[src/rtl/mii_rx_frame.sv]
// MII receive front end: nibble stream to framed byte stream with preamble/SFD stripping,
// CRC-32 residue check, length check and per-frame status reported alongside the last byte.
module mii_rx_frame #(
  parameter int MIN_FRAME = 64,
  parameter int MAX_FRAME = 1518
) (
  input  logic        eth_rx_clk,
  input  logic        rst,
  input  logic        eth_rxdv,
  input  logic [3:0]  eth_rx_data,
  input  logic        eth_rx_er,
  output logic [7:0]  rx_data,
  output logic        rx_valid,
  output logic        rx_sop,
  output logic        rx_eop,
  output logic [3:0]  rx_err,
  output logic [10:0] rx_len
);

  typedef enum logic [1:0] {S_IDLE, S_PRE, S_DATA, S_DROP} state_t;

  localparam logic [10:0] MIN_L   = 11'(MIN_FRAME);
  localparam logic [10:0] MAX_L   = 11'(MAX_FRAME);
  localparam logic [31:0] RESIDUE = 32'hC704DD7B;

  state_t      state_q, state_d;
  logic [31:0] crc_q, crc_d;
  logic [3:0]  lo_q, lo_d;
  logic        half_q, half_d;
  logic [7:0]  hold_q, hold_d;
  logic        have_q, have_d;
  logic        first_q, first_d;
  logic [10:0] len_q, len_d;
  logic        er_q, er_d;
  logic [7:0]  data_q, data_d;
  logic        vld_q, vld_d;
  logic        sop_q, sop_d;
  logic        eop_q, eop_d;
  logic [3:0]  err_q, err_d;
  logic [10:0] olen_q, olen_d;

  // Reflected CRC-32 advanced by one nibble, LSB first.
  function automatic logic [31:0] crc_nib(input logic [31:0] c, input logic [3:0] d);
    logic [31:0] r;
    r = c;
    for (int i = 0; i < 4; i++) begin
      if (r[0] ^ d[i]) r = (r >> 1) ^ 32'hEDB88320;
      else             r = r >> 1;
    end
    return r;
  endfunction

  function automatic logic [31:0] bitrev32(input logic [31:0] v);
    logic [31:0] r;
    for (int i = 0; i < 32; i++) r[i] = v[31-i];
    return r;
  endfunction

  function automatic logic [10:0] len_inc(input logic [10:0] l);
    return (l == 11'h7FF) ? l : l + 11'd1;
  endfunction

  function automatic logic len_bad(input logic [10:0] l);
    return (l < MIN_L) || (l > MAX_L);
  endfunction

  always_comb begin
    state_d = state_q;
    crc_d   = crc_q;
    lo_d    = lo_q;
    half_d  = half_q;
    hold_d  = hold_q;
    have_d  = have_q;
    first_d = first_q;
    len_d   = len_q;
    er_d    = er_q;
    data_d  = data_q;
    vld_d   = 1'b0;
    sop_d   = 1'b0;
    eop_d   = 1'b0;
    err_d   = err_q;
    olen_d  = olen_q;

    if ((state_q == S_PRE || state_q == S_DATA) && eth_rx_er) er_d = 1'b1;

    case (state_q)
      S_IDLE: begin
        if (eth_rxdv) begin
          if (eth_rx_data == 4'h5) begin
            state_d = S_PRE;
            crc_d   = '1;
            len_d   = '0;
            er_d    = 1'b0;
            half_d  = 1'b0;
            have_d  = 1'b0;
            first_d = 1'b1;
          end else begin
            state_d = S_DROP;
          end
        end
      end
      S_PRE: begin
        if (!eth_rxdv)                 state_d = S_IDLE;
        else if (eth_rx_data == 4'hD)  state_d = S_DATA;
        else if (eth_rx_data != 4'h5)  state_d = S_DROP;
      end
      S_DATA: begin
        if (eth_rxdv) begin
          crc_d = crc_nib(crc_q, eth_rx_data);
          if (!half_q) begin
            lo_d   = eth_rx_data;
            half_d = 1'b1;
          end else begin
            half_d = 1'b0;
            hold_d = {eth_rx_data, lo_q};
            have_d = 1'b1;
            len_d  = len_inc(len_q);
            // The previous byte is released only once its successor exists, so eop can tag it.
            if (have_q) begin
              vld_d   = 1'b1;
              data_d  = hold_q;
              sop_d   = first_q;
              first_d = 1'b0;
            end
          end
        end else begin
          state_d = S_IDLE;
          if (have_q) begin
            vld_d   = 1'b1;
            data_d  = hold_q;
            sop_d   = first_q;
            eop_d   = 1'b1;
            first_d = 1'b0;
            err_d   = {len_bad(len_q), er_q | eth_rx_er, half_q,
                       bitrev32(crc_q) != RESIDUE};
            olen_d  = len_q;
          end
          have_d = 1'b0;
          half_d = 1'b0;
        end
      end
      S_DROP: begin
        if (!eth_rxdv) state_d = S_IDLE;
      end
      default: state_d = S_DROP;
    endcase
  end

  always_ff @(posedge eth_rx_clk or posedge rst) begin
    if (rst) begin
      state_q <= S_DROP;
      crc_q   <= '1;
      lo_q    <= '0;
      half_q  <= 1'b0;
      hold_q  <= '0;
      have_q  <= 1'b0;
      first_q <= 1'b0;
      len_q   <= '0;
      er_q    <= 1'b0;
      data_q  <= '0;
      vld_q   <= 1'b0;
      sop_q   <= 1'b0;
      eop_q   <= 1'b0;
      err_q   <= '0;
      olen_q  <= '0;
    end else begin
      state_q <= state_d;
      crc_q   <= crc_d;
      lo_q    <= lo_d;
      half_q  <= half_d;
      hold_q  <= hold_d;
      have_q  <= have_d;
      first_q <= first_d;
      len_q   <= len_d;
      er_q    <= er_d;
      data_q  <= data_d;
      vld_q   <= vld_d;
      sop_q   <= sop_d;
      eop_q   <= eop_d;
      err_q   <= err_d;
      olen_q  <= olen_d;
    end
  end

  assign rx_data  = data_q;
  assign rx_valid = vld_q;
  assign rx_sop   = sop_q;
  assign rx_eop   = eop_q;
  assign rx_err   = err_q;
  assign rx_len   = olen_q;

endmodule
[config.mk]
export PLATFORM = sky130hd
export DESIGN_NAME = mii_rx_frame
export DESIGN_NICKNAME = d
export VERILOG_FILES = /design/src/rtl/mii_rx_frame.sv
export SDC_FILE = /design/constraint.sdc
export NUM_CORES = 1
export LEC_CHECK = 0
export BUFFER_PORTS_ARGS = -buffer_cell sky130_fd_sc_hd__buf_2
export CAP_MARGIN = 20
export CORE_MARGIN = 1.5
export CORE_UTILIZATION = 59
export DETAILED_ROUTE_END_ITERATION = 8
export GPL_TIMING_DRIVEN = 0
export PLACE_DENSITY_LB_ADDON = 0.1
export SLEW_MARGIN = 0
export SYNTH_ARGS = -nofsm -noshare
export SYNTH_HDL_FRONTEND = slang
export SYNTH_SLANG_ARGS = --single-unit
[constraint.sdc]
create_clock -name eth_rx_clk -period 2.95 [get_ports eth_rx_clk]
set_input_delay 0.295 -clock eth_rx_clk [delete_from_list [all_inputs] [get_ports eth_rx_clk]]
set_output_delay 0.295 -clock eth_rx_clk [all_outputs]
set_load 0.05 [all_outputs]
==> insert_results.sql <==
INSERT INTO impl_metrics (metric_group, metric, value, unit) VALUES
('run_status', 'run_status', 'completed', ''),
('critical_path', 'stage_delay_of_the_slowest_cell_on_the_critical_path', '0.54', 'ns'),
('placement', 'post-place-cells', '468', ''),
('yosys', 'ys_seq_elements', '87', ''),
('route', 'route.detailed.wl_per_inst', '17.5', 'microns'),
('timing', 'timing.final.hold_violations', '0', ''),
('critical_path', 'critical_path.top_delay_family', 'buffers and inverters', ''),
('floorplanning', 'die_x', '86.9', 'microns'),
('job', 'max_cap_viol_count', '0', ''),
('power', 'sw_frac_of_total', '0.397', ''),
('floorplanning', 'die-height', '86.9', 'microns'),
('yosys', 'synthDominantAreaCellType', 'sky130_fd_sc_hd__dfrtp_1', ''),
('clocking', 'tritoncts_num_sinks', '87', ''),
('yosys', 'synth_cell_type_count', '55', ''),
('floorplanning', 'top_level_ports', '34', ''),
('yosys', 'synth-edff-count', '0', ''),
('yosys', 'syn_nets', '352', ''),
('timing', 'unrepaired_setup_endpoints_after_global_routing', 'false', ''),
('power', 'clock_power_share', '0.158', ''),
('floorplanning', 'initial_utilization', '0.612', ''),
('clocking', 'clock_path_buffers', '2', ''),
('yosys', 'synthesis.area', '4160', 'sq um'),
('critical_path', 'crit_path_buffers_inverters', '3', ''),
('power', 'power_report.internal_total', '0.00342', 'W'),
('cells_and_area', 'layout_common_cells', 'sky130_fd_sc_hd__dfrtp_1 (53), sky130_fd_sc_hd__buf_2 (35), sky130_fd_sc_hd__dfstp_2 (34), sky130_fd_sc_hd__mux2_1 (31), sky130_fd_sc_hd__a2bb2oi_1 (25)', ''),
('cells_and_area', 'fin_cells', '485', ''),
('timing', 'fin_crit_sh', '0.837', ''),
('clocking', 'number_of_setup_buffers_added_after_cts', '0', ''),
('critical_path', 'critPathCaptureType', 'flop', ''),
('cells_and_area', 'number_of_diodes', '0', ''),
('global_route', 'grt_antenna_before_repair', '0', ''),
('power', 'combinational_fraction_of_design_power', '0.451', ''),
('critical_path', 'critical_path.slowest_cell', 'sky130_fd_sc_hd__dfstp_2', ''),
('power', 'p_total', '0.00567', 'W'),
('power', 'total_switching_power', '0.00225', 'W'),
('clocking', 'cts_made_buffers', '9', ''),
('cells_and_area', 'layout-drive-gt1-share', '0.231', ''),
('route', 'drt-initial-drc-count', '250', ''),
('timing', 'report.final.setup_viol', '0', ''),
('clocking', 'worst_setup_hold_path_clk_slew', '0.09', 'ns'),
('floorplanning', 'std_cell_rows', '30', ''),
('global_route', 'maximum_number_of_pins_on_one_net_before_global_route_repair', '62', ''),
('global_route', 'grt_overflow', '0', ''),
('yosys', 'synth_top_area_share', '0.319', ''),
('placement', 'detailedPlacementHpwl', '5740', 'microns'),
('cells_and_area', 'sequential_cell_area', '2220', 'sq um'),
('timing', 'worst-slew-pin-transition', '0.920', 'ns'),
('cells_and_area', 'layout-area-overhead-vs-synth', '13.0', '%'),
('critical_path', 'critPathKind', 'flop to flop', ''),
('timing', 'finClkSkew', '0.0131', 'ns'),
('critical_path', 'crit_required', '3.22', 'ns'),
('power', 'seq_power_share', '0.392', ''),
('route', 'totalWireLength', '8470', 'microns'),
('clocking', 'post_cts_resize_count', '0', ''),
('route', 'dr_total_vias', '2890', ''),
('timing', 'finalWorstPathRequiredPeriod', '2.47', 'ns'),
('timing', 'timing.final.max_slew_violations', '0', ''),
('cells_and_area', 'nNetsFinal', '397', ''),
('cells_and_area', 'area_used_by_multi_input_combinational_logic', '1840', 'sq um'),
('placement', 'gpl.final_weighted_congestion', '0.873', ''),
('worst_hold_path', 'holdCritPathClass', 'primary input to flop', ''),
('global_route', 'grt_usage', '0.244', ''),
('floorplanning', 'floorplan.core_area', '6790', 'sq um'),
('yosys', 'post_synth_main_area_contributors', 'sky130_fd_sc_hd__dfrtp_1 (32%), sky130_fd_sc_hd__dfstp_2 (21%), sky130_fd_sc_hd__mux2_1 (8.4%), sky130_fd_sc_hd__a2bb2oi_1 (5.3%), sky130_fd_sc_hd__xnor2_1 (4.2%)', ''),
('clocking', 'cts_tree', 'built', ''),
('clocking', 'cts_root_buffer', 'sky130_fd_sc_hd__clkbuf_8', ''),
('route', 'ant_nets', '0', ''),
('placement', 'buffer_ports.inserted', '32', ''),
('power', 'max-vdd-ir-drop', '0.000516', 'V'),
('power', 'power_dens_cells', '1210', 'nW/um^2'),
('critical_path', 'cp_data_arrival_time', '2.74', 'ns');
==> final cells by class <==
class,instances,share of cell area
sequential,87,0.473
multi-input combinational,228,0.392
timing repair buffer,34,0.0421
clock buffer,14,0.0392
tap,96,0.0256
buffer,16,0.0136
clock inverter,2,0.00773
inverter,8,0.00693
==> Yosys cell counts (3+ instances only) <==
| cell type | number |
|---|---|
| sky130_fd_sc_hd__dfrtp_1 | 53 |
| sky130_fd_sc_hd__dfstp_2 | 34 |
| sky130_fd_sc_hd__mux2_1 | 31 |
| sky130_fd_sc_hd__a2bb2oi_1 | 25 |
| sky130_fd_sc_hd__xnor2_1 | 20 |
| sky130_fd_sc_hd__nand2_1 | 15 |
| sky130_fd_sc_hd__clkbuf_1 | 12 |
| sky130_fd_sc_hd__nor2_1 | 11 |
| sky130_fd_sc_hd__o21ai_1 | 11 |
| sky130_fd_sc_hd__xor2_1 | 9 |
| sky130_fd_sc_hd__a21oi_1 | 8 |
| sky130_fd_sc_hd__o21ai_0 | 8 |
| sky130_fd_sc_hd__a31oi_1 | 7 |
| sky130_fd_sc_hd__inv_1 | 7 |
| sky130_fd_sc_hd__nand3_1 | 7 |
| sky130_fd_sc_hd__nand4_1 | 6 |
| sky130_fd_sc_hd__nor3_1 | 6 |
| sky130_fd_sc_hd__o22a_1 | 6 |
| sky130_fd_sc_hd__ha_1 | 5 |
| sky130_fd_sc_hd__and3_1 | 3 |
| sky130_fd_sc_hd__buf_2 | 3 |
| sky130_fd_sc_hd__nor2b_1 | 3 |
| sky130_fd_sc_hd__xnor3_1 | 3 |
==> worst min-delay path, delay by kind of cell <==
family	cells	cell delay, ns
buffers and inverters	1	0.09
and+or+nand+nor	1	0.07
AOI/OAI and AO/OA	1	0.06
==> path summary, 6_finish.rpt <==
| check | startpoint | cells past startpoint | slack [ns] | endpoint |
|---|---|---|---|---|
| worst max-delay path | state_q[1] | 8 | 0.48 | crc_q[25] |
| worst min-delay path | eth_rx_er | 3 | 0.20 | er_q |
| min in group asynchronous | rst | 3 | 0.47 | rx_data[1] |
| max in group asynchronous | rst | 4 | 1.82 | crc_q[15] |
| worst min register to register | rx_data[2] | 1 | 0.48 | rx_data[2] |
| worst max register to register | state_q[1] | 8 | 0.48 | crc_q[25] |
==> power by group through the flow <==
stage / Combinational, W / Clock (W) / Sequential, W
detailed placement: 0.00253 / 0 / 0.00223
floorplan: 0.00168 / 0 / 0.00252
CTS: 0.00256 / 0.000913 / 0.00221
global route: 0.00278 / 0.000957 / 0.00229
finish: 0.00255 / 0.000895 / 0.00222
global placement: 0.00249 / 0 / 0.00221
==> timing repair <==
item / in CTS / in global routing
endpoints found under the hold margin: 24 / 0
endpoints found under the setup margin: 0 / 0
hold buffers: 1 / 0
==> layer usage <==
metal  wire (microns)  GRT usage
met3              328     0.0313
met2             3940      0.372
met1             4040      0.361
met4              154     0.0894
met5                0          0
==> state kept, by name, indices dropped and copies added (netlist names), 2 cells and up <==
register	flops
rx_data	8
crc_q	32
len_q	11
lo_q	4
rx_err	4
rx_len	11
hold_q	8
state_q	2
==> logic make-up (layout without fill, tap and decap cells) <==
group                      Yosys count  after routing  share of synthesized area
DFF                                 87             87                      0.534
muxes                               32             32                     0.0864
adders and majority gates            5              5                     0.0151
and+or+nand+nor                     70             70                     0.0952
AOI/OAI and AO/OA                   85             85                      0.149
xor gates and xnor gates            36             36                     0.0976
buffers and inverters               24             74                     0.0226
==> metrics by stage <==
stage / TNS, ns / hold WS [ns] / util / worst slack (ns) / area (sq um)
6_report: 0 / 0.203 / 0.691 / 0.480 / 4700
5_1_grt: 0 / 0.241 / 0.691 / 0.272 / 4700
4_1_cts: 0 / 0.198 / 0.691 / 0.495 / 4700
3_5_place_dp: 0 / 0.295 / 0.657 / 0.521 / 4470
3_3_place_gp: -27.71 / 0.461 / 0.653 / -0.527 / 4440
2_1_floorplan: 0 / 0.427 / - / 0.461 / 4160
No activity file was read; power rests on OpenSTA's default activity.
